File: src/rtl/rr_wordmux_if.sv
// Handshake bundle between the word mux and its producers/consumer.
// The slave modport is the mux's own view of the bus.
interface rr_wordmux_if #(
    parameter int WIDTH    = 16,
    parameter int CHANNELS = 4,
    parameter int SELW     = 2
);
    logic [0:CHANNELS-1]       i_valid;
    logic [0:CHANNELS*WIDTH-1] i_data;
    logic [0:CHANNELS-1]       o_ready;
    logic                      i_rr;
    logic                      o_valid;
    logic [0:WIDTH-1]          o_data;
    logic [0:SELW-1]           o_sel;
    logic                      i_ready;

    modport slave (
        input  i_valid, i_data, i_rr, i_ready,
        output o_ready, o_valid, o_data, o_sel
    );

    modport master (
        output i_valid, i_data, i_rr, i_ready,
        input  o_ready, o_valid, o_data, o_sel
    );
endinterface

File: src/rtl/rr_wordmux.sv
// N-channel word multiplexer with fixed-priority or round-robin arbitration
// feeding a single-entry output register with valid/ready handshake.
module rr_wordmux #(
    parameter int WIDTH    = 16,
    parameter int CHANNELS = 4,
    parameter int SELW     = 2
) (
    input  logic          i_clk,
    input  logic          i_rst,
    rr_wordmux_if.slave   bus
);
    logic                r_valid;
    logic [0:WIDTH-1]    r_data;
    logic [SELW-1:0]     r_sel;
    logic [SELW-1:0]     r_ptr;

    logic                w_space;
    logic                w_found;
    logic                w_gnt_any;
    logic [SELW-1:0]     w_gnt_idx;
    logic [SELW:0]       w_cand;
    logic [SELW:0]       w_inc;
    logic [0:CHANNELS-1] w_ready;

    assign w_space = !r_valid || bus.i_ready;

    // Search starts at the pointer in round-robin mode, at channel 0 otherwise.
    always_comb begin
        w_found   = 1'b0;
        w_gnt_idx = '0;
        w_cand    = '0;
        for (int off = 0; off < CHANNELS; off++) begin
            w_cand = (bus.i_rr ? {1'b0, r_ptr} : '0) + (SELW+1)'(off);
            if (w_cand >= (SELW+1)'(CHANNELS))
                w_cand = w_cand - (SELW+1)'(CHANNELS);
            if (!w_found && bus.i_valid[w_cand[SELW-1:0]]) begin
                w_found   = 1'b1;
                w_gnt_idx = w_cand[SELW-1:0];
            end
        end
    end

    assign w_gnt_any = w_space && !i_rst && w_found;
    assign w_inc     = {1'b0, w_gnt_idx} + (SELW+1)'(1);

    always_comb begin
        w_ready = '0;
        for (int k = 0; k < CHANNELS; k++)
            w_ready[k] = w_gnt_any && (w_gnt_idx == SELW'(k));
    end

    always_ff @(posedge i_clk) begin
        if (i_rst) begin
            r_valid <= 1'b0;
            r_data  <= '0;
            r_sel   <= '0;
            r_ptr   <= '0;
        end else if (w_gnt_any) begin
            r_valid <= 1'b1;
            r_data  <= bus.i_data[int'(w_gnt_idx)*WIDTH +: WIDTH];
            r_sel   <= w_gnt_idx;
            r_ptr   <= (w_inc == (SELW+1)'(CHANNELS)) ? '0 : w_inc[SELW-1:0];
        end else if (r_valid && bus.i_ready) begin
            r_valid <= 1'b0;
        end
    end

    assign bus.o_ready = w_ready;
    assign bus.o_valid = r_valid;
    assign bus.o_data  = r_data;
    assign bus.o_sel   = r_sel;
endmodule

File: src/flat_wrapper.sv
// flat-port wrapper written by rule: the top's interface ports become plain ports
module rr_wordmux_flat 
#(
    parameter int WIDTH    = 16,
    parameter int CHANNELS = 4,
    parameter int SELW     = 2
)
  (i_clk, i_rst, bus_i_valid, bus_i_data, bus_i_rr, bus_i_ready, bus_o_ready, bus_o_valid, bus_o_data, bus_o_sel);
  rr_wordmux_if #(.WIDTH(WIDTH), .CHANNELS(CHANNELS), .SELW(SELW)) bus_i ();
  input  logic i_clk;
  input  logic i_rst;
  input wire logic [$bits(bus_i.i_valid)-1:0] bus_i_valid;
  input wire logic [$bits(bus_i.i_data)-1:0] bus_i_data;
  input wire logic [$bits(bus_i.i_rr)-1:0] bus_i_rr;
  input wire logic [$bits(bus_i.i_ready)-1:0] bus_i_ready;
  output wire logic [$bits(bus_i.o_ready)-1:0] bus_o_ready;
  output wire logic [$bits(bus_i.o_valid)-1:0] bus_o_valid;
  output wire logic [$bits(bus_i.o_data)-1:0] bus_o_data;
  output wire logic [$bits(bus_i.o_sel)-1:0] bus_o_sel;
  assign bus_i.i_valid = bus_i_valid;
  assign bus_i.i_data = bus_i_data;
  assign bus_i.i_rr = bus_i_rr;
  assign bus_i.i_ready = bus_i_ready;
  assign bus_o_ready = bus_i.o_ready;
  assign bus_o_valid = bus_i.o_valid;
  assign bus_o_data = bus_i.o_data;
  assign bus_o_sel = bus_i.o_sel;
  rr_wordmux #(.WIDTH(WIDTH), .CHANNELS(CHANNELS), .SELW(SELW)) u_core (.i_clk(i_clk), .i_rst(i_rst), .bus(bus_i));
endmodule
File: config.mk
export PLATFORM = sky130hd
export DESIGN_NAME = rr_wordmux_flat
export DESIGN_NICKNAME = d
export VERILOG_FILES = /design/src/rtl/rr_wordmux_if.sv /design/src/rtl/rr_wordmux.sv /design/src/flat_wrapper.sv
export SDC_FILE = /design/constraint.sdc
export NUM_CORES = 1
export LEC_CHECK = 0
export ABC_CLOCK_PERIOD_IN_PS = 1710
export CORE_AREA = 2 2 69 71
export CTS_CLUSTER_DIAMETER = 200
export DETAILED_ROUTE_END_ITERATION = 8
export DIE_AREA = 0 0 71 73
export PLACE_DENSITY = 0.74
export SLEW_MARGIN = 10
export SYNTH_ARGS = -nofsm -noshare
export SYNTH_HDL_FRONTEND = slang
export SYNTH_SLANG_ARGS = --single-unit
File: constraint.sdc
create_clock -name i_clk -period 1.71 [get_ports i_clk]
set_input_delay 0.2565 -clock i_clk [delete_from_list [all_inputs] [get_ports i_clk]]
set_output_delay 0.2565 -clock i_clk [all_outputs]
set_load 0.02 [all_outputs]
==> flow_summary_export.csv, run 1 <==
group,metric,value,unit
yosys,yosys-top-cells-area,"dfxtp_1 (31%), mux2i_1 (24%), o221ai_1 (11%)",
sta,timing.setup.tns,-3.278,ns
cts,cts_tree,"done",
finish,layout_common_cells,"clkdlybuf4s50_1 (85), mux2i_1 (27), nand2_1 (22), buf_4 (22), dfxtp_1 (19)",
route,vias,1624,
global_route,grt_pass1_vias,1512,
worst_setup_path,crit_path_start,"u_core.r_ptr[0]",
yosys,synth_simple_gate_area_share,15.00,%
cts,clock-sinks,21,
sta,fmax,0.4961,GHz
status,status,"complete, but fails checks",
yosys,syn_avg_cell_area,8.832,um2
sta,maxSlewHeadroom,74.74,%
placed_design,hpwl,3300,um
worst_setup_path,cp-end-kind,"output port",
die,coreArea,0.004536,mm2
die,io_pins,95,
route,drc,0,
worst_setup_path,path_class,"flop to output port",
sta,final_max_slew_viol_count,0,
yosys,synth-xor-area-share,0.6440,%
yosys,synth_top_area_share,30.91,%
route,drt_iter0_markers,48,
min_path,hp-class,"flop to flop",
yosys,synth_cell_type_count,31,
global_route,grt_remaining_overflow,0,
finish,layout-drive-gt1-share,25.75,%
min_path,min_from,"u_core.bus.o_data[10]",
status,violations,"negative setup slack",
sta,setup_viol,21,
route,drtAntennaViolNets,0,
finish,fin_nets,342,
cts,path_clk_slew,0.08,ns
yosys,synth_fp_nets,227,
pwr,p_leak,1.183,nW
route,dr.pass1.iters,4,
yosys,synthMuxAreaShare,23.55,%
yosys,synth_seq_cells,21,
yosys,ys_seq_area_share,30.91,%
sta,period_minus_slack,2.016,ns
sta,worstMarginPinSlew,0.3789,ns
yosys,syn-cell-area,0.001360,mm2
die,die_y,73,um
route,avgViaCountPerCell,5.043,
global_route,grt_max_degree,18,
cts,cts-htree-levels,1,
cts,cts_buffers,3,
placed_design,pre_cts_slack,-0.9837,ns
sta,finalHoldViolations,0,
placed_design,gp_congestion,0.8576,
worst_setup_path,crit_required,1.45,ns
finish,num_antenna_cells,0,
worst_setup_path,cp-start-kind,"flop",
sta,rsz0062_at_grt,"true",
sta,worst_slack,-0.3057,ns
finish,area_growth,104.8,%
cts,cts_root_buffer,"clkbuf_8",
die,die_w,71,um
die,dieArea,0.005183,mm2
global_route,antenna_found_initial,0,
route,wire_per_inst,14.20,um
worst_setup_path,reg2reg_from,"u_core.r_ptr[1]",
sta,post-route-period-util,117.9,%
route,drt_wl_total,4571,um
worst_setup_path,critPathMaxFanout,6,
pwr,power_density,706.9,mW/mm2
global_route,grt_pass1_wl,6941,um
pwr,irDropWorstVdd,0.3548,mV
die,num_rows,25,
yosys,synthCells,154,
run,max_cap_violations,0,
die,start_util,29.99,%
worst_setup_path,arrival,1.76,ns
sta,finalClockSkew,0.001724,ns
placed_design,portBuffers,94,
finish,final_common_cell,"clkdlybuf4s50_1",
global_route,track_usage,16.42,%
yosys,synth_compound_area_share,21.16,%
yosys,synth_adder_area_share,0.9200,%
yosys,synth_top_area_cell,"dfxtp_1",
yosys,yosys_warnings,0,
cts,clock_path_buffers,2,
yosys,synth_top_family_by_area,"multiplexers",
cts,clk_latency,0.26,ns
==> layout make-up <==
class / instances / area [um2]
multi-input cells: 116 / 982.2
flip-flops and latches: 21 / 427.9
clock inverters: 1 / 5.005
clock buffers: 3 / 41.29
well taps: 54 / 67.56
fillers: 389 / 1750
inverters: 4 / 15.01
repair buffers: 123 / 1246
==> where the power goes <==
group	total, mW	internal [mW]	switching (mW)	leakage [nW]
combinational	1.04	0.606	0.433	0.983
sequential	0.602	0.559	0.0431	0.175
clock	0.328	0.162	0.165	0.0255
total	1.97	1.33	0.641	1.18
==> logic make-up (layout without fill, tap and decap cells) <==
| family | after synthesis | after routing |
|---|---|---|
| XOR/XNOR | 1 | 1 |
| AND/OR/NAND/NOR | 45 | 45 |
| flip-flops | 21 | 21 |
| multiplexers | 32 | 32 |
| AO/OA/AOI/OAI | 37 | 37 |
| adder cells (fa/ha/maj) | 1 | 1 |
| buffers and inverters | 17 | 131 |
==> final timing paths <==
path / endpoint / slack [ns] / cells after the start
setup / recovery: bus_o_ready[1] / -0.31 / 8
setup reg to reg: u_core.bus.o_data[1] / -0.18 / 9
hold reg to reg: u_core.bus.o_data[10] / 0.47 / 2
hold / removal: u_core.bus.o_data[10] / 0.47 / 2
==> routing by layer <==
metal | global-route usage (%) | vias up | share of wire, %
li1 | - | 802 | -
met1 | 20.24 | 743 | 38
met2 | 28.25 | 75 | 52
met3 | 5.387 | 4 | 9.2
met4 | 3.145 | 0 | 0.37
met5 | 0 | - | 0
==> stage by stage <==
step                      power [mW]  cells  hold slack, ns  cell area, um2  util (%)
after floorplan                1.082    154          0.4595            1420         -
after global placement         1.470    312          0.4409            2505     55.23
after detailed placement       1.479    312          0.4496            2505     55.23
after CTS                      1.891    319          0.4678            2663     58.70
after global routing           2.080    322          0.4885            2785     61.41
final                          1.969    322          0.4703            2785     61.41
==> worst max-delay path, stage by stage (launching register included) <==
cell and delay (ns):
dfxtp_4 0.38, buf_4 0.14, nand2_1 0.05, nand4_1 0.11, a2bb2oi_2 0.25, o211ai_4 0.14, ha_4 0.18, and2_4 0.13
buf_6 0.12
==> synth_stat cells <==
cell and count:
mux2i_1 32, nand2_1 23, dfxtp_1 21, o221ai_1 17, nor2_1 8, buf_2 7, a21oi_1 6, inv_1 4
nor2b_1 4, o21ai_0 4, buf_4 3, buf_6 3, and3_1 2, o211ai_2 2, or3_1 2, a211oi_1 1
a21o_1 1, a221oi_1 1, a2bb2oi_1 1, a31oi_1 1, and2_1 1, ha_1 1, nand2b_1 1, nand3b_1 1
nand4_1 1, nor3_1 1, nor4_1 1, o21ai_2 1, o22a_1 1, o31ai_1 1, xor2_1 1
==> what timing repair did <==
item                                    in CTS  in global routing
cloned                                       1                  1
endpoints found under the setup margin      22                 22
setup buffers                                2                  3
gates resized for setup                     47                 22
pin swaps                                    9                 13
hold buffers                                 0                  0
==> sequential cells by signal, summed over array words and instances (netlist names) <==
name and flops:
u_core.bus.o_valid 1, u_core.bus.o_sel 2, u_core.r_ptr 2, u_core.bus.o_data 16
No activity file was read; power rests on OpenSTA's default activity.
==> run 2: changes to the inputs <==
- SLEW_MARGIN: 10 -> 20
==> results of run 2 <==
No change in the layout: final DEF, timing and power equal those of run 1.
